### src/rtl/shr_pkg.sv
// rtl/shr_pkg.sv - shared types, default width and stage-count helper for the shr_seq shifter
package shr_pkg;

  typedef enum logic [1:0] {
    IDLE  = 2'd0,
    SHIFT = 2'd1,
    DONE  = 2'd2
  } shr_state_t;

  localparam int WIDTH_DEF = 32;

  function automatic int shr_shw(input int width);
    return $clog2(width);
  endfunction

endpackage

### src/rtl/shr_stage.sv
// rtl/shr_stage.sv - one combinational right-shift stage of 2^K bits with a supplied fill bit
module shr_stage #(
  parameter int WIDTH = 32,
  parameter int K     = 0
) (
  input  logic [WIDTH-1:0] in,
  input  logic             en,
  input  logic             fill,
  output logic [WIDTH-1:0] out
);

  localparam int S = 1 << K;

  assign out = en ? {{S{fill}}, in[WIDTH-1:S]} : in;

endmodule

### src/rtl/shr_seq.sv
// rtl/shr_seq.sv - multi-cycle right shifter, one binary stage per cycle; SHR_ARITH_EN adds the arith port
module shr_seq
  import shr_pkg::*;
#(
  parameter  int WIDTH = WIDTH_DEF,
  localparam int SHW   = shr_shw(WIDTH)
) (
  input  logic             clk,
  input  logic             rst,
  input  logic             start,
  input  logic [WIDTH-1:0] in,
  input  logic [SHW-1:0]   amt,
`ifdef SHR_ARITH_EN
  input  logic             arith,
`endif
  output logic             busy,
  output logic             done,
  output logic [WIDTH-1:0] out
);

  shr_state_t       r_state;
  shr_state_t       w_state_n;
  logic [SHW-1:0]   r_idx;
  logic [WIDTH-1:0] r_data;
  logic [SHW-1:0]   r_amt;
  logic             r_fill;
  logic [WIDTH-1:0] r_out;
  logic             w_accept;
  logic             w_last;
  logic             w_fill_in;
  logic [WIDTH-1:0] w_shift;
  logic [WIDTH-1:0] w_stage [SHW];

`ifdef SHR_ARITH_EN
  assign w_fill_in = arith & in[WIDTH-1];
`else
  assign w_fill_in = 1'b0;
`endif

  // DONE does not block a new request, so back-to-back starts lose no cycle
  assign w_accept = start && (r_state != SHIFT);
  assign w_last   = (r_state == SHIFT) && (r_idx == '0);

  genvar g;
  generate
    for (g = 0; g < SHW; g++) begin : g_stage
      shr_stage #(.WIDTH(WIDTH), .K(g)) u_stage (
        .in   (r_data),
        .en   (r_amt[g]),
        .fill (r_fill),
        .out  (w_stage[g])
      );
    end
  endgenerate

  always_comb begin
    w_shift = r_data;
    for (int k = 0; k < SHW; k++) begin
      if (r_idx == SHW'(k)) w_shift = w_stage[k];
    end
  end

  always_comb begin
    w_state_n = r_state;
    case (r_state)
      IDLE:    if (start) w_state_n = SHIFT;
      SHIFT:   if (w_last) w_state_n = DONE;
      DONE:    w_state_n = start ? SHIFT : IDLE;
      default: w_state_n = IDLE;
    endcase
  end

  always_ff @(posedge clk) begin
    if (rst) r_state <= IDLE;
    else     r_state <= w_state_n;
  end

  always_ff @(posedge clk) begin
    if (rst) begin
      r_idx  <= SHW'(SHW - 1);
      r_data <= '0;
      r_amt  <= '0;
      r_fill <= 1'b0;
      r_out  <= '0;
    end else if (w_accept) begin
      r_idx  <= SHW'(SHW - 1);
      r_data <= in;
      r_amt  <= amt;
      r_fill <= w_fill_in;
    end else if (r_state == SHIFT) begin
      r_data <= w_shift;
      if (w_last) r_out <= w_shift;
      else        r_idx <= r_idx - 1'b1;
    end
  end

  assign busy = (r_state == SHIFT);
  assign done = (r_state == DONE);
  assign out  = r_out;

endmodule

### config.mk
export PLATFORM = sky130hd
export DESIGN_NAME = shr_seq
export DESIGN_NICKNAME = d
export VERILOG_FILES = /design/src/rtl/shr_pkg.sv /design/src/rtl/shr_stage.sv /design/src/rtl/shr_seq.sv
export SDC_FILE = /design/constraint.sdc
export NUM_CORES = 1
export LEC_CHECK = 0
export BUFFER_PORTS_ARGS = -buffer_cell sky130_fd_sc_hd__buf_2
export CAP_MARGIN = 20
export CORE_MARGIN = 8
export CORE_UTILIZATION = 50
export CTS_CLUSTER_DIAMETER = 30
export DETAILED_ROUTE_END_ITERATION = 8
export PLACE_DENSITY = 0.76
export SYNTH_ARGS = -nofsm -noshare
export SYNTH_HDL_FRONTEND = slang
export SYNTH_SLANG_ARGS = --single-unit
### constraint.sdc
create_clock -name clk -period 2.9 [get_ports clk]
set_clock_uncertainty 0.05 [all_clocks]
set_input_delay 0.29 -clock clk [delete_from_list [all_inputs] [get_ports clk]]
set_output_delay 0.29 -clock clk [all_outputs]
set_load 0.05 [all_outputs]
==> reports/metrics.yaml <==
setup_path:
  data_arrival_time_of_the_worst_path_ns: 2.84
  worst_reg_to_reg_path_cell_count: 5
  worstPathBufferInverterCount: 1
  cp_slowest_cell: "sky130_fd_sc_hd__nor2_1"
  timing.setup.critical_path_class: "reg -> reg"
  timing.rr.end: "out[16]"
  timing.critical_path.slowest_cell_delay_ns: 0.65
  worst_r2r_startpoint: "r_state[1]"
  worstPathRequired_ns: 3.05
  timing.critical_path.max_delay_family: "simple AND/OR/NAND/NOR gates"
  critical_path.cell_chain: "nand2b_1, inv_1, nand2_1, nor2_1, a211oi_1"
  critical_path.max_fanout: 14
  r2r_slack_ns: 0.21
  cp-start-kind: "flip-flop"
  timing.critical_path.depth: 5
  worst_setup_path_end_kind: "flip-flop"
logic_synthesis:
  synthesis.yosys.warnings: 0
  synth.lib_cells_used.distinct: 56
  avgSynthCellArea_um2: 7.82
  postSynth.topFlopCell: "sky130_fd_sc_hd__dfxtp_1"
  synthArstFlopShare_pct: 0
  ys_ff_latch: 76
  yosysSeqAreaShare_pct: 26.3
  synth_edf_count: 0
  synthCells: 740
  synth_fp_nets: 785
  netlist_area_um2: 5790
cts:
  clk_pin_slew_ns: 0.06
  clock-root-buffer: "sky130_fd_sc_hd__clkbuf_16"
  worstSkewPairLatency_ns: 0.35
  cts_buffer_depth: 2
  number_of_levels_in_the_clock_h_tree: 3
  number_of_clock_buffers_inserted_by_tritoncts: 9
  postCtsSetupRepairBufs: 0
  clock_sink_count: 76
  post_cts_hold_buffers: 0
  cts_tree: "done"
  post_cts_resize_count: 0
finish:
  multiInputGateArea_um2: 3780
  proportion_of_layout_cells_with_a_drive_suffix_above_1_pct: 18.1
  final_net_count: 799
  final_cells: 902
  final_antenna_diode_count: 0
  syn_to_final_growth_pct: 11.4
  leading_cell_type_in_the_layout_fill_and_taps_excluded: "sky130_fd_sc_hd__mux2i_1"
  area.sequential_um2: 1520
  final_util_pct: 56.7
  filler_cell_count: 1053
  final_cell_mix: "95 x sky130_fd_sc_hd__mux2i_1, 76 x sky130_fd_sc_hd__dfxtp_1, 73 x sky130_fd_sc_hd__buf_2"
route:
  route.detailed.drc: 0
  antenna_left: 0
  detail_route.iter0.violations: 765
  drt_wl_total_um: 19800
  drt_pass1_iterations: 5
  num_vias: 6124
  post_drt_wl_per_cell_um: 22.0
  dr_vias_cell: 6.79
placed_design:
  dp.final_hpwl_um: 13700
  gp_congestion: 0.954
  total_placed_cells_including_tap_cells: 886
  numPortBuffers: 73
global_route:
  grtUsageTotal_pct: 25.9
  use_met2_pct: 39.2
  antenna_found_initial: 0
  grt_max_degree: 49
  grt_first_pass_wirelength_um: 31200
  grt_overflow_total: 0
  globalRouteMet1Util_pct: 34.7
  number_of_global_route_vias_before_repair: 5717
  grt.busiest_layer: "met2"
  grt.met3_usage_pct: 6.07
pwr:
  p_seq_share_pct: 38.6
  cellPowerDensity_nw_per_um2: 518
  p_leak_nw: 2.43
  power_frac_comb_pct: 26.8
  vdd_drop_max_mv: 0.412
  p_switching_mw: 1.20
  cell_internal_pwr_mw: 2.14
  netSwitchingFraction_pct: 35.8
  p_clk_share_pct: 34.5
  totalPowerFinal_mw: 3.34
sta:
  tightestPinTransition_ns: 1.04
  final.min_clock_period_ns: 2.69
  final_min_period_over_clock_period_pct: 92.9
  setup_viol: 0
  hold_viol_final: 0
  maxSlewViolCount: 0
  clock.fmax_mhz: 371
  grt_setup_unrepaired: "no"
  setup_total_negative_slack_ns: 0
  relative_slew_margins_pct: 30.7
floorplanning:
  core_um2: 11400
  die-width_um: 124
  height_of_the_die_um: 124
  placement_rows: 39
  fp.dieArea_um2: 15300
  i_o_pin_total: 74
  floorplan.initialDensity_pct: 50.9
worst_hold_path:
  worst_hold_path_type: "in -> reg"
  worst_hold_startpoint: "amt[3]"
  hold_endpoint: "r_amt[3]"
  hold_path_depth: 3
job:
  maxCapViolCount: 0
status:
  result_of_the_run: "completed"
[cell families after synthesis]
logic type | after synthesis | share of synthesized area [%]
buf+inv | 120 | 8.73
fa+ha+maj | 5 | 1.08
mux | 101 | 17.6
compound gates | 255 | 29.8
simple gates | 180 | 16.0
flops | 76 | 26.3
xor+xnor | 3 | 0.454
[synthesized netlist by cell type, types with 2 or more instances]
master                      instances  area (um^2)
sky130_fd_sc_hd__nor2b_1            5         31.3
sky130_fd_sc_hd__nand2b_1           6         37.5
sky130_fd_sc_hd__a31oi_1            3         18.8
sky130_fd_sc_hd__or4b_1             2         20.0
sky130_fd_sc_hd__o21ai_0           63          315
sky130_fd_sc_hd__nand2_1           25         93.8
sky130_fd_sc_hd__buf_1             20         75.1
sky130_fd_sc_hd__xor2_1             2         17.5
sky130_fd_sc_hd__a211oi_1          68          510
sky130_fd_sc_hd__nor4_1             9         56.3
sky130_fd_sc_hd__o211ai_1          10         75.1
sky130_fd_sc_hd__o21a_1             4         30.0
sky130_fd_sc_hd__clkbuf_1          57          214
sky130_fd_sc_hd__buf_4              2         15.0
sky130_fd_sc_hd__buf_6              3         33.8
sky130_fd_sc_hd__and3_1             5         31.3
sky130_fd_sc_hd__o32ai_1           15          131
sky130_fd_sc_hd__nor3b_1            2         15.0
sky130_fd_sc_hd__buf_2             18         90.1
sky130_fd_sc_hd__o22ai_1           17          106
sky130_fd_sc_hd__dfxtp_1           76         1520
sky130_fd_sc_hd__a41o_1             8         80.1
sky130_fd_sc_hd__o2111ai_1          2         17.5
sky130_fd_sc_hd__mux2_2             6         67.6
sky130_fd_sc_hd__inv_1             18         67.6
sky130_fd_sc_hd__nand3_1           42          210
sky130_fd_sc_hd__a221o_1            8         80.1
sky130_fd_sc_hd__clkbuf_2           2         10.0
sky130_fd_sc_hd__ha_1               5         62.6
sky130_fd_sc_hd__mux2i_1           95          951
sky130_fd_sc_hd__a21oi_1           39          195
sky130_fd_sc_hd__o31ai_1            3         22.5
sky130_fd_sc_hd__nand3b_1           3         22.5
sky130_fd_sc_hd__nor2_1            57          214
sky130_fd_sc_hd__a2111oi_0          8         70.1
sky130_fd_sc_hd__nor3_1            12         60.1
[worst max-delay path by stage]
stage | from | endpoint
after floorplan | r_idx[0] | r_data[26]
after global placement | r_idx[0] | r_data[24]
after detailed placement | r_idx[0] | r_data[25]
after CTS | r_idx[0] | r_data[25]
after global routing | r_idx[0] | r_data[25]
final | r_state[1] | out[16]
[state kept, by name (all words and copies together) (netlist names)]
| register | count |
|---|---|
| out | 32 |
| r_amt | 5 |
| r_data | 32 |
| r_state | 2 |
| r_idx | 5 |
[per-layer routing]
metal	routed length, um	share of wire, %
met5	0	0
met4	525	2.6
met3	2000	10
met2	8960	45
met1	8360	42
[final cells by class]
type	instances	share of cell area (%)
well taps	143	2.77
clock inverters	6	0.951
multi-input cells	544	58.5
inverters	18	1.05
clock buffers	10	3.71
repair buffers	105	9.39
flip-flops and latches	76	23.6
[power by group through the flow]
stage	sequential, mW	combinational, mW	clock, mW
2_1_floorplan	1.21	0.695	0
3_3_place_gp	1.30	0.847	0
3_5_place_dp	1.31	0.870	0
4_1_cts	1.28	0.877	1.17
5_1_grt	1.30	0.965	1.22
6_report	1.29	0.897	1.15
[worst reg2reg max path, stage by stage (launching register included)]
cell	delay, ns
sky130_fd_sc_hd__dfxtp_1	0.31
sky130_fd_sc_hd__nand2b_1	0.33
sky130_fd_sc_hd__inv_1	0.53
sky130_fd_sc_hd__nand2_1	0.49
sky130_fd_sc_hd__nor2_1	0.65
sky130_fd_sc_hd__a211oi_1	0.18
[stage by stage]
| step | instance area (um^2) | hold slack, ns | setup slack [ns] |
|---|---|---|---|
| floorplan | 5790 | 0.388 | 0.628 |
| global placement | 6150 | 0.422 | 0.446 |
| detailed placement | 6150 | 0.421 | 0.305 |
| CTS | 6450 | 0.135 | 0.271 |
| global route | 6450 | 0.148 | 0.0818 |
| finish | 6450 | 0.142 | 0.206 |
(Power assumes the default switching activity.)
